===== src/rtl/reg_file_arbiter.sv =====
// Shares one reg_file command port between writeback (rq0) and memory stage (rq1).
// Define REGARB_WB_PRIORITY_EN to make rq0 win every tie instead of round-robin.
module reg_file_arbiter #(
  parameter int DATA_WIDTH     = 32,
  parameter int REG_CMD_WIDTH  = 2,
  parameter int TIMEOUT_CYCLES = 16
) (
  input  logic                     clk,
  input  logic                     reset,
  input  logic [3:0]               rq0_reg,
  input  logic [DATA_WIDTH-1:0]    rq0_data,
  input  logic [REG_CMD_WIDTH-1:0] rq0_cmd,
  input  logic                     rq0_valid,
  input  logic                     rq0_res_ready,
  output logic [DATA_WIDTH-1:0]    rq0_resp,
  output logic                     rq0_res_valid,
  output logic                     rq0_err,
  output logic                     rq0_ready,
  input  logic [3:0]               rq1_reg,
  input  logic [DATA_WIDTH-1:0]    rq1_data,
  input  logic [REG_CMD_WIDTH-1:0] rq1_cmd,
  input  logic                     rq1_valid,
  input  logic                     rq1_res_ready,
  output logic [DATA_WIDTH-1:0]    rq1_resp,
  output logic                     rq1_res_valid,
  output logic                     rq1_err,
  output logic                     rq1_ready,
  output logic [3:0]               rf_reg,
  output logic [DATA_WIDTH-1:0]    rf_data,
  output logic [REG_CMD_WIDTH-1:0] rf_cmd,
  output logic                     rf_valid,
  output logic                     rf_res_ready,
  input  logic [DATA_WIDTH-1:0]    rf_resp,
  input  logic                     rf_res_valid,
  input  logic                     rf_ready
);

  typedef enum logic [1:0] {
    IDLE,
    ISSUE,
    RESP
  } state_t;

  localparam logic [7:0] TO_LOAD = 8'(TIMEOUT_CYCLES);

  state_t                   state_q, state_d;
  logic                     win_q, win_d;
  logic                     last_q, last_d;
  logic                     err_q, err_d;
  logic [7:0]               cnt_q, cnt_d;
  logic [3:0]               reg_q, reg_d;
  logic [DATA_WIDTH-1:0]    data_q, data_d;
  logic [REG_CMD_WIDTH-1:0] cmd_q, cmd_d;
  logic [DATA_WIDTH-1:0]    resp_q, resp_d;
  logic                     pick;
  logic                     any_req;
  logic                     win_taken;

  assign any_req = rq0_valid | rq1_valid;
  assign win_taken = win_q ? rq1_res_ready : rq0_res_ready;

`ifdef REGARB_WB_PRIORITY_EN
  assign pick = ~rq0_valid;
`else
  // On a tie the requester that did not win last time goes next.
  assign pick = (rq0_valid & rq1_valid) ? ~last_q : ~rq0_valid;
`endif

  always_ff @(posedge clk or posedge reset) begin
    if (reset) begin
      state_q <= IDLE;
      win_q   <= 1'b0;
      last_q  <= 1'b1;
      err_q   <= 1'b0;
      cnt_q   <= '0;
      reg_q   <= '0;
      data_q  <= '0;
      cmd_q   <= '0;
      resp_q  <= '0;
    end else begin
      state_q <= state_d;
      win_q   <= win_d;
      last_q  <= last_d;
      err_q   <= err_d;
      cnt_q   <= cnt_d;
      reg_q   <= reg_d;
      data_q  <= data_d;
      cmd_q   <= cmd_d;
      resp_q  <= resp_d;
    end
  end

  always_comb begin
    state_d = state_q;
    win_d   = win_q;
    last_d  = last_q;
    err_d   = err_q;
    cnt_d   = cnt_q;
    reg_d   = reg_q;
    data_d  = data_q;
    cmd_d   = cmd_q;
    resp_d  = resp_q;
    unique case (state_q)
      IDLE: begin
        if (any_req && rf_ready) begin
          win_d   = pick;
          reg_d   = pick ? rq1_reg : rq0_reg;
          data_d  = pick ? rq1_data : rq0_data;
          cmd_d   = pick ? rq1_cmd : rq0_cmd;
          cnt_d   = TO_LOAD;
          err_d   = 1'b0;
          resp_d  = '0;
          state_d = ISSUE;
        end
      end
      ISSUE: begin
        cnt_d = cnt_q - 8'd1;
        if (rf_res_valid) begin
          resp_d  = rf_resp;
          cnt_d   = '0;
          state_d = RESP;
        end else if (cnt_q == 8'd1) begin
          resp_d  = '0;
          err_d   = 1'b1;
          state_d = RESP;
        end
      end
      RESP: begin
        if (win_taken) begin
          last_d  = win_q;
          err_d   = 1'b0;
          resp_d  = '0;
          state_d = IDLE;
        end
      end
      default: state_d = IDLE;
    endcase
  end

  logic issue;
  logic busy;
  logic resp_st;

  assign issue   = (state_q == ISSUE);
  assign busy    = (state_q != IDLE);
  assign resp_st = (state_q == RESP);

  assign rf_valid     = issue;
  assign rf_res_ready = issue;
  assign rf_reg       = issue ? reg_q : '0;
  assign rf_data      = issue ? data_q : '0;
  assign rf_cmd       = issue ? cmd_q : '0;

  assign rq0_ready     = busy & ~win_q;
  assign rq1_ready     = busy & win_q;
  assign rq0_res_valid = resp_st & ~win_q;
  assign rq1_res_valid = resp_st & win_q;
  assign rq0_err       = rq0_res_valid & err_q;
  assign rq1_err       = rq1_res_valid & err_q;
  assign rq0_resp      = rq0_res_valid ? resp_q : '0;
  assign rq1_resp      = rq1_res_valid ? resp_q : '0;

endmodule


===== config.mk =====
export PLATFORM = sky130hd
export DESIGN_NAME = reg_file_arbiter
export DESIGN_NICKNAME = d
export VERILOG_FILES = /design/src/rtl/reg_file_arbiter.sv
export SDC_FILE = /design/constraint.sdc
export NUM_CORES = 1
export LEC_CHECK = 0
export ABC_CLOCK_PERIOD_IN_PS = 3300
export BUFFER_PORTS_ARGS = -buffer_cell sky130_fd_sc_hd__buf_2
export CORE_MARGIN = 3
export CORE_UTILIZATION = 35
export CTS_CLUSTER_SIZE = 28
export DETAILED_ROUTE_END_ITERATION = 12
export GPL_ROUTABILITY_DRIVEN = 0
export HOLD_SLACK_MARGIN = 0.06
export SLEW_MARGIN = 0
export SYNTH_ARGS = -nofsm -noshare
export SYNTH_HDL_FRONTEND = slang
export SYNTH_SLANG_ARGS = --single-unit

===== constraint.sdc =====
create_clock -name clk -period 3.3 [get_ports clk]
set_clock_uncertainty 0.05 [all_clocks]
set_input_delay 0.33 -clock clk [delete_from_list [all_inputs] [get_ports clk]]
set_output_delay 0.33 -clock clk [all_outputs]
set_load 0.05 [all_outputs]

; After elaboration in Yosys (flattened, before gate mapping)
; Cells that the tools add are included.
[word_totals]
reg_bits = 83
in_bits = 116
out_inout_bits = 110
word_cells = 68
[classes]
add_sub_neg = 1
n_eq_ne = 8
muxes = 28
bitwise = 11
reduce_logical = 11
[op_table]
columns = op, n
row1 = 32-bit two-way mux, 8
row2 = 32-bit one-hot mux with 3 select lines, 1
row3 = 8-bit two-way mux, 2
row4 = 8-bit one-hot mux with 2 select lines, 1
row5 = 2-bit two-way mux, 6
row6 = 8-bit by 1-bit equality test with 1-bit output (second input constant), 1
row7 = 4-bit two-way mux, 2
row8 = 8-bit by 1-bit subtractor with 8-bit output (second input constant), 1
row9 = 1-bit AND, 7
row10 = 1-bit two-way mux, 6
row11 = 2-bit != test (second input constant), 3
row12 = 2-bit one-hot mux with 3 select lines, 1
row13 = 2-bit AND reduction, 3
row14 = 5-bit AND reduction, 1
row15 = 4-bit AND reduction, 1
row16 = 2-bit nonzero test, 2
row17 = 3-bit by 2-bit != test with 1-bit output (second input constant), 1
row18 = 1-bit inverter, 3
row19 = 1-bit one-hot mux with 3 select lines, 1
row20 = 3-bit AND reduction, 1
row21 = 3-bit nonzero test, 1
row22 = 2-bit by 1-bit equality test with 1-bit output (second input constant), 1
row23 = 2-bit equality test (second input constant), 1
row24 = 2-bit logical NOT, 1
row25 = 3 further kinds, 3

; Longest topological paths before layout
; Gate-level depths: netlist of run 1.
[depth]
ltp_word = 4
depth_mapped = 7
depth_no_buf = 6

; Worst setup path after synthesis of run 1
; No wires, ideal clock.
[synth_timing]
path_type = reg2out
from = register state_q[0]
to = output port rq0_resp[22]
arrival_time_ns = 2.062
t_required_ns = 2.920
setup_slack_ns = 0.858
path_stages_with_launch = 6
n_path_buf = 1
cell_sequence = dfrtp_1 -> inv_1 -> ha_1 -> nor2b_1 -> clkbuf_1 -> and2_1
[synth_via]
elab_chain_cells = 3
[synth_rtl]
columns = element, line
row1 = "start, declared", 46  ; state_t state_q, state_d;
row2 = "start signal, assigned", 81  ; state_q <= state_d;
row3 = 2-bit equality test, 146  ; assign resp_st = (state_q == RESP);
row4 = 1-bit AND, 156  ; assign rq0_res_valid = resp_st & ~win_q;
row5 = via rq0_res_valid, 16  ; output logic rq0_res_valid,
row6 = 32-bit two-way mux, 160  ; assign rq0_resp = rq0_res_valid ? resp_q : '0;
row7 = "end, declared", 15  ; output logic [DATA_WIDTH-1:0] rq0_resp,
; The timed path passes the listed nets, and every way through them passes these cells.

; Worst setup path after layout of run 1
[layout_timing]
from = register state_q[0]
to = output port rq0_resp[30]
[layout_via]
elab_chain_cells = 3
[layout_rtl]
columns = element, line
row1 = 2-bit equality test, 146
row2 = 1-bit AND, 156
row3 = 32-bit two-way mux, 160
; No other way between the ends.

==> results by group, run 1 <==
Detailed routing
  – Routed WL: 12700 um
  – Routed vias/inst: 4.83
  – Iter 0 DRT Violations: 281
  – TritonRoute pass-1 iters: 6
  – Via Count: 4190
  – Antenna Violating Nets Remaining: 0
  – Post-DR wirelength/cell: 14.6 um
  – Post-route DRC: 0

Worst hold path
  – HP Start: rq0_data[19]
  – Min-delay worst type: in2reg

Yosys
  – Post-synth EDFFs: 0
  – Post-synthesis sequential area ratio: 0.443
  – Ys flop type: dfrtp_1
  – Unique masters post-synth: 37
  – Average size of a mapped cell: 9.67 um2
  – Post-synth top area share: 0.437
  – Asr flop ratio synth: 1.00
  – Synthesized cell area: 4690 um2
  – Yosys warns: 0
  – Yosys top cell by area: dfrtp_1
  – Post-Synthesis Cells: 485
  – Flops & latches, synth: 83
  – Synthesized Nets: 606
  – Largest cells by area after synthesis: dfrtp_1, and2_1, mux2i_1, a21bo_1, and3_1

STA
  – RSZ-0062 raised after global routing: false
  – Tcrit/Tclk final: 0.769
  – Max-slew headroom: 0.532
  – # setup viols final: 0
  – Worst Max-Slew Pin Slew: 702 ps
  – Final Hold Viols: 0
  – Maximum achievable frequency: 0.394 GHz
  – TNS Setup: 0 ps
  – Slew Limit Fails: 0
  – Final min period: 2540 ps

Clock tree
  – Resized Gates After CTS: 0
  – Clk_lat worst skew: 320 ps
  – CTS root buf: clkbuf_16
  – Clock-pin slew on the worst setup and hold paths: 70 ps
  – Num CTS Buffers: 9
  – Clock buffer depth: 2
  – Clk sinks: 83
  – CTS tree: yes
  – H-tree levels: 3
  – # Post-CTS Setup Buffers: 0

GRT
  – Vias in the first global route: 4099
  – Initial antenna violation count: 0
  – Global route overflow: 0
  – Largest net degree at the start of global routing: 81
  – Tot GR Track Use: 0.170
  – Global-route wire length before repair: 20300 um

Die
  – DIE HEIGHT: 122 um
  – Std cell rows: 41
  – Die X: 122 um
  – Core footprint: 12900 um2
  – Die area: 14800 um2
  – IO Pins: 226
  – Initial Utilization: 0.364

Critical path
  – Critical Path AT: 2160 ps
  – Critical path launch point type: flop
  – Critical Path RT: 2920 ps
  – Crit end category: output port
  – Kind of critical path: reg2out
  – Launching point of the worst reg2reg path: state_q[1]
  – Critical Path Start: state_q[0]
  – CP Max Fanout: 39

Power
  – Sw power: 0.00233 W
  – Logic pwr share: 0.458
  – Sw Ratio: 0.460
  – Total power divided by cell area: 816 nW/um2
  – Sequential power share: 0.342
  – Clock power share: 0.200
  – Pwr Total: 0.00506 W
  – Peak supply drop: 0.359 mV
  – P_int: 0.00274 W
  – Pleak: 3.79 nW

Placed design
  – Buffers on Ports: 225
  – Dpl hpwl: 9740 um

Cells and area
  – Number of antenna diodes: 0
  – Nets: 811
  – Area Overhead vs Synth: 32.2%
  – Share of layout cells above drive strength 1: 0.377

Flow run
  – MaxCap Viol Count: 0

Status
  – Status: finished, final reports clean
==> synthesized netlist by cell type (all sizes together) (9+ instances only) <==
cell type	count
nand4	32
dfrtp	82
a21bo	32
o21ai	49
buf	19
clkbuf	23
nand2	47
mux2i	40
and2	72
and3	33
inv	10
nor2	9
==> worst paths after layout <==
path                            slack (ps)  depth (start not counted)      endpoint
worst max-delay path                   760                          7  rq0_resp[30]
worst min-delay path                   220                          3    data_q[19]
worst max register to register        1020                          6    resp_q[31]
worst min register to register         430                          2    data_q[30]
max in group asynchronous             1960                          4     resp_q[0]
min in group asynchronous              500                          3    data_q[17]
==> sequential cells by signal (all words and copies together), names as in the netlist <==
register  flops
reg_q         4
err_q         1
resp_q       32
cnt_q         8
data_q       32
cmd_q         2
win_q         1
state_q       2
last_q        1
==> layer usage <==
layer  track usage  part of all wire
met5             0                 0
met4        0.0441             0.011
met3        0.0450             0.098
met2         0.270              0.44
met1         0.230              0.45
==> timing repair <==
| item | CTS | global route |
|---|---|---|
| endpoints found under the hold margin | 24 | 0 |
| setup endpoints to repair | 0 | 0 |
| hold buffers | 1 | 0 |
==> layout by cell type (no fill, tap or decap), types with 10 or more instances in the layout <==
master and count:
and3_1 33, buf_4 10, nand2_1 46, o21ai_1 25
a21bo_1 30, and2_1 72, mux2i_1 40, buf_2 225
o21ai_0 23, nand4_1 32, dfrtp_1 82
==> final cells by class <==
| type | count | area (um2) |
|---|---|---|
| Multi-Input combinational cell | 350 | 2360 |
| Tap cell | 172 | 215 |
| Clock buffer | 9 | 225 |
| Timing Repair Buffer | 236 | 1210 |
| Clock inverter | 7 | 76.3 |
| Sequential cell | 83 | 2080 |
| Inverter | 10 | 38.8 |
| Fill cell | 1275 | 6670 |
==> critical path, cell delays in order (launching register included) <==
cell and delay [ps]:
dfrtp_1 400, inv_1 90, ha_1 150, buf_4 300
nor2b_1 170, buf_4 270, and2_1 180, buf_2 260
==> logic make-up after synthesis <==
kind of cell | Yosys count | synth area share
compound gates | 98 | 0.151
fa+ha+maj | 5 | 0.0133
buf+inv | 52 | 0.0571
flops | 83 | 0.443
mux | 41 | 0.0877
simple gates | 206 | 0.248
==> power by group through the flow <==
stage,Combinational [W],Clock [W],Sequential (W)
floorplan,0.00193,0,0.00164
global placement,0.00230,0,0.00172
detailed placement,0.00234,0,0.00175
CTS,0.00235,0.00105,0.00173
global route,0.00256,0.00109,0.00179
finish,0.00232,0.00101,0.00173
==> stage by stage <==
| stage | setup slack, ps | utilization | cell area (um2) | hold slack (ps) | cells |
|---|---|---|---|---|---|
| after floorplan | 785 | - | 4690 | 392 | 485 |
| after global placement | 1050 | 0.458 | 5890 | 310 | 850 |
| after detailed placement | 1000 | 0.458 | 5890 | 317 | 850 |
| after CTS | 719 | 0.482 | 6200 | 206 | 867 |
| after global routing | 561 | 0.482 | 6200 | 223 | 867 |
| final | 763 | 0.482 | 6200 | 216 | 867 |
Note: power is estimated with default switching activity, not from simulation.
==> run 2: changes to the inputs <==
- ABC_AREA: not set -> 1
- ABC_CLOCK_PERIOD_IN_PS: 3300 -> 2560
- clock period: 3.3 -> 2.56 ns (I/O delays scaled with it)
==> run 2 against run 1 <==
Net effect:
- die area grew 3.6%
- via count increased by 22%
- global-route usage increased by 1.5 points
- critical path depth rose by 1
- routed wire length grew 12%
- hold slack lost 97 ps
- synthesized cell count is 52% higher
==> results by group, run 2 <==
Worst hold path
  – WHS Path Cells: 3 (unchanged)
  – Hold-critical path endpoint: data_q[0] (was data_q[19])
  – HP Start: rq1_data[0] (was rq0_data[19])
  – Min-delay worst type: in2reg (unchanged)

Cells and area
  – Share of layout cells above drive strength 1: 0.314 (was 0.377)
  – Number of antenna diodes: 0 (unchanged)
  – Leading cell type in the layout, fill and taps excluded: buf_2 (unchanged)
  – Area Overhead vs Synth: 34.3% (was 32.2%)
  – Nets: 1063 (was 811)
  – Commonest cells after routing, fill and taps aside: buf_2, nand2_1, inv_1, nor2_1, dfrtp_1 (was buf_2, dfrtp_1, and2_1, nand2_1, mux2i_1)
  – Top Registers: data_q (32), resp_q (32), cnt_q (8) (unchanged)
  – Final Core Density: 0.487 (was 0.482)

Yosys
  – Post-Synthesis Cells: 735 (was 485)
  – Synthesized Nets: 856 (was 606)
  – Count leader, synth: nand2_1 (was dfrtp_1)
  – Post-synth top area share: 0.421 (was 0.437)
  – Yosys warns: 0 (unchanged)
  – Flops & latches, synth: 83 (unchanged)
  – Asr flop ratio synth: 1.00 (unchanged)
  – Ys flop type: dfrtp_1 (unchanged)
  – Synthesized cell area: 4870 um2 (was 4690 um2)
  – Post-synthesis sequential area ratio: 0.427 (was 0.443)
  – Largest cells by area after synthesis: dfrtp_1, nand2_1, nor2_1, inv_1, o21ai_0 (was dfrtp_1, and2_1, mux2i_1, a21bo_1, and3_1)
  – Average size of a mapped cell: 6.63 um2 (was 9.67 um2)
  – Post-synth EDFFs: 0 (unchanged)
  – Synth cell count leaders: nand2_1, nor2_1, inv_1 (was dfrtp_1, and2_1, nand2_1)
  – Unique masters post-synth: 24 (was 37)
  – Yosys top cell by area: dfrtp_1 (unchanged)

GRT
  – Tot GR Track Use: 0.185 (was 0.170)
  – Vias in the first global route: 4667 (was 4099)
  – Global route overflow: 0 (unchanged)
  – Global-route wire length before repair: 22500 um (was 20300 um)
  – Largest net degree at the start of global routing: 54 (was 81)
  – Initial antenna violation count: 1 (was 0)

Critical path
  – Critical path launch point type: flop (unchanged)
  – CP Max Fanout: 33 (was 39)
  – Crit path cell chain: inv_1, ha_1, inv_1, nor2_2, inv_1, buf_4, nor2_1, buf_2 (was inv_1, ha_1, buf_4, nor2b_1, buf_4, and2_1, buf_2)
  – Slowest cell on the critical path: buf_4 (was dfrtp_1)
  – Kind of critical path: reg2out (unchanged)
  – CP dominant cell by count: inv_1 (was buf_4)
  – Worst path buffer plus inverter count: 5 (was 4)
  – R2r setup slk: 350 ps (was 1020 ps)
  – Critical Path RT: 2250 ps (was 2920 ps)
  – Launching point of the worst reg2reg path: state_q[0] (was state_q[1])
  – Critical Path AT: 1970 ps (was 2160 ps)
  – CP delay by family, top: buffers and inverters (unchanged)
  – Crit end category: output port (unchanged)
  – CP peak stage delay: 420 ps (was 400 ps)
  – FF-to-FF path depth: 7 (was 6)
  – FF-to-FF End: resp_q[19] (was resp_q[31])

STA
  – Maximum achievable frequency: 0.439 GHz
  – Slew Limit Fails: 0 (unchanged)
  – Tcrit/Tclk final: 0.889
  – RSZ-0062 raised after global routing: false (unchanged)
  – Max-slew headroom: 0.552 (was 0.532)
  – # setup viols final: 0 (unchanged)
  – Worst Max-Slew Pin Slew: 672 ps (was 702 ps)
  – Final setup margin: 284 ps (was 763 ps)
  – Final Hold Viols: 0 (unchanged)
  – TNS Setup: 0 ps (unchanged)
  – Final min period: 2280 ps

Power
  – Sw power: 0.00336 W (was 0.00233 W)
  – P_int: 0.00353 W (was 0.00274 W)
  – Total power divided by cell area: 1050 nW/um2 (was 816 nW/um2)
  – Logic pwr share: 0.484 (was 0.458)
  – Sequential power share: 0.318 (was 0.342)
  – Sw Ratio: 0.487 (was 0.460)
  – Peak supply drop: 0.466 mV (was 0.359 mV)
  – Pleak: 3.93 nW (was 3.79 nW)
  – Pwr Total: 0.00690 W (was 0.00506 W)
  – Clock power share: 0.198 (was 0.200)

Placed design
  – Dpl hpwl: 10100 um (was 9740 um)
  – Buffers on Ports: 225 (unchanged)
  – Place WS: 328 ps (was 1000 ps)

Clock tree
  – Num CTS Buffers: 9 (unchanged)
  – Clk_lat worst skew: 340 ps (was 320 ps)
  – # Post-CTS Setup Buffers: 0 (unchanged)
  – H-tree levels: 3 (unchanged)
  – Clock-pin slew on the worst setup and hold paths: 70 ps (about the same)
  – Resized Gates After CTS: 0 (unchanged)
  – Clock buffer depth: 2 (unchanged)
  – Hold-fix buffers, CTS: 1 (unchanged)
  – CTS tree: yes (unchanged)
  – Clk sinks: 83 (unchanged)
  – CTS root buf: clkbuf_16 (unchanged)

Die
  – Std cell rows: 42 (was 41)
  – Die area: 15400 um2 (was 14800 um2)
  – Core footprint: 13500 um2 (was 12900 um2)
  – Die X: 124 um (was 122 um)
  – Initial Utilization: 0.362 (was 0.364)
  – IO Pins: 226 (unchanged)
  – DIE HEIGHT: 124 um (was 122 um)

Flow run
  – MaxCap Viol Count: 0 (unchanged)

Detailed routing
  – Routed WL: 14200 um (was 12700 um)
  – Iter 0 DRT Violations: 314 (was 281)
  – Via Count: 5119 (was 4190)
  – TritonRoute pass-1 iters: 4 (was 6)
  – Antenna Violating Nets Remaining: 0 (unchanged)
  – Routed vias/inst: 4.56 (was 4.83)
  – Post-route DRC: 0 (unchanged)
  – Post-DR wirelength/cell: 12.7 um (was 14.6 um)

Status
  – Status: finished, final reports clean (unchanged)
run 2: changes by cell type after synthesis, moves of 4 or more:
cell,change
o21ai_1,-11
and2_1,-72
o21ai_0,+44
a21bo_1,-30
and3_1,-33
nand2_1,+135
nand3_1,+11
inv_1,+121
buf_1,+4
mux2i_1,-40
a21oi_1,-4
buf_6,-4
nor2_1,+141
run 2: power groups by stage:
| stage | Sequential, W | Clock [W] | Combinational, W |
|---|---|---|---|
| final | 0.00219 | 0.00136 | 0.00334 |
| after global routing | 0.00226 | 0.00146 | 0.00374 |
| after global placement | 0.00221 | 0 | 0.00336 |
| after floorplan | 0.00212 | 0 | 0.00269 |
| after detailed placement | 0.00221 | 0 | 0.00339 |
| after CTS | 0.00220 | 0.00140 | 0.00339 |
run 2: cell families after synthesis:
logic type / after synthesis / share of synthesized area
buf+inv: 175 / 0.144
simple gates: 386 / 0.325
flops: 83 / 0.427
fa+ha+maj: 5 / 0.0128
compound gates: 86 / 0.0917
run 2: layer usage:
metal,GRT usage,wire [um]
met5,0,13
met4,0.0595,204
met3,0.0563,1270
met2,0.292,6510
met1,0.243,6220
run 2: cell type report:
type                            count  area, um2
Inverter                          131        493
Clock inverter                      5       61.3
Timing Repair Buffer              240       1270
Tap cell                          176        220
Fill cell                        1447       6910
Multi-Input combinational cell    477       2170
Sequential cell                    83       2080
Clock buffer                       11        253
run 2: how the worst max path moves through the flow:
stage,from,end,slack [ps],depth (start not counted)
6_report,state_q[0],rq0_err,280,8
5_1_grt,state_q[0],resp_q[3],50,7
3_5_place_dp,state_q[0],resp_q[26],330,7
4_1_cts,state_q[0],rq0_err,270,8
3_3_place_gp,state_q[0],resp_q[12],450,7
2_1_floorplan,reset,cmd_q[0],120,1
run 2: worst reg2reg max path, stage by stage, from the launching register on:
cell and delay, ps:
dfrtp_1 400, inv_1 90, ha_1 250, nand3_2 270, nand2_1 200, nand3_2 540
nand2_1 240, nand2_1 70
run 2: metrics by stage:
stage          hold WS (ps)  instances  area (um2)
4_1_cts                 109       1123        6550
6_report                119       1123        6550
3_5_place_dp            287       1106        6220
3_3_place_gp            282       1106        6220
5_1_grt                 113       1123        6550
2_1_floorplan           359        735        4950
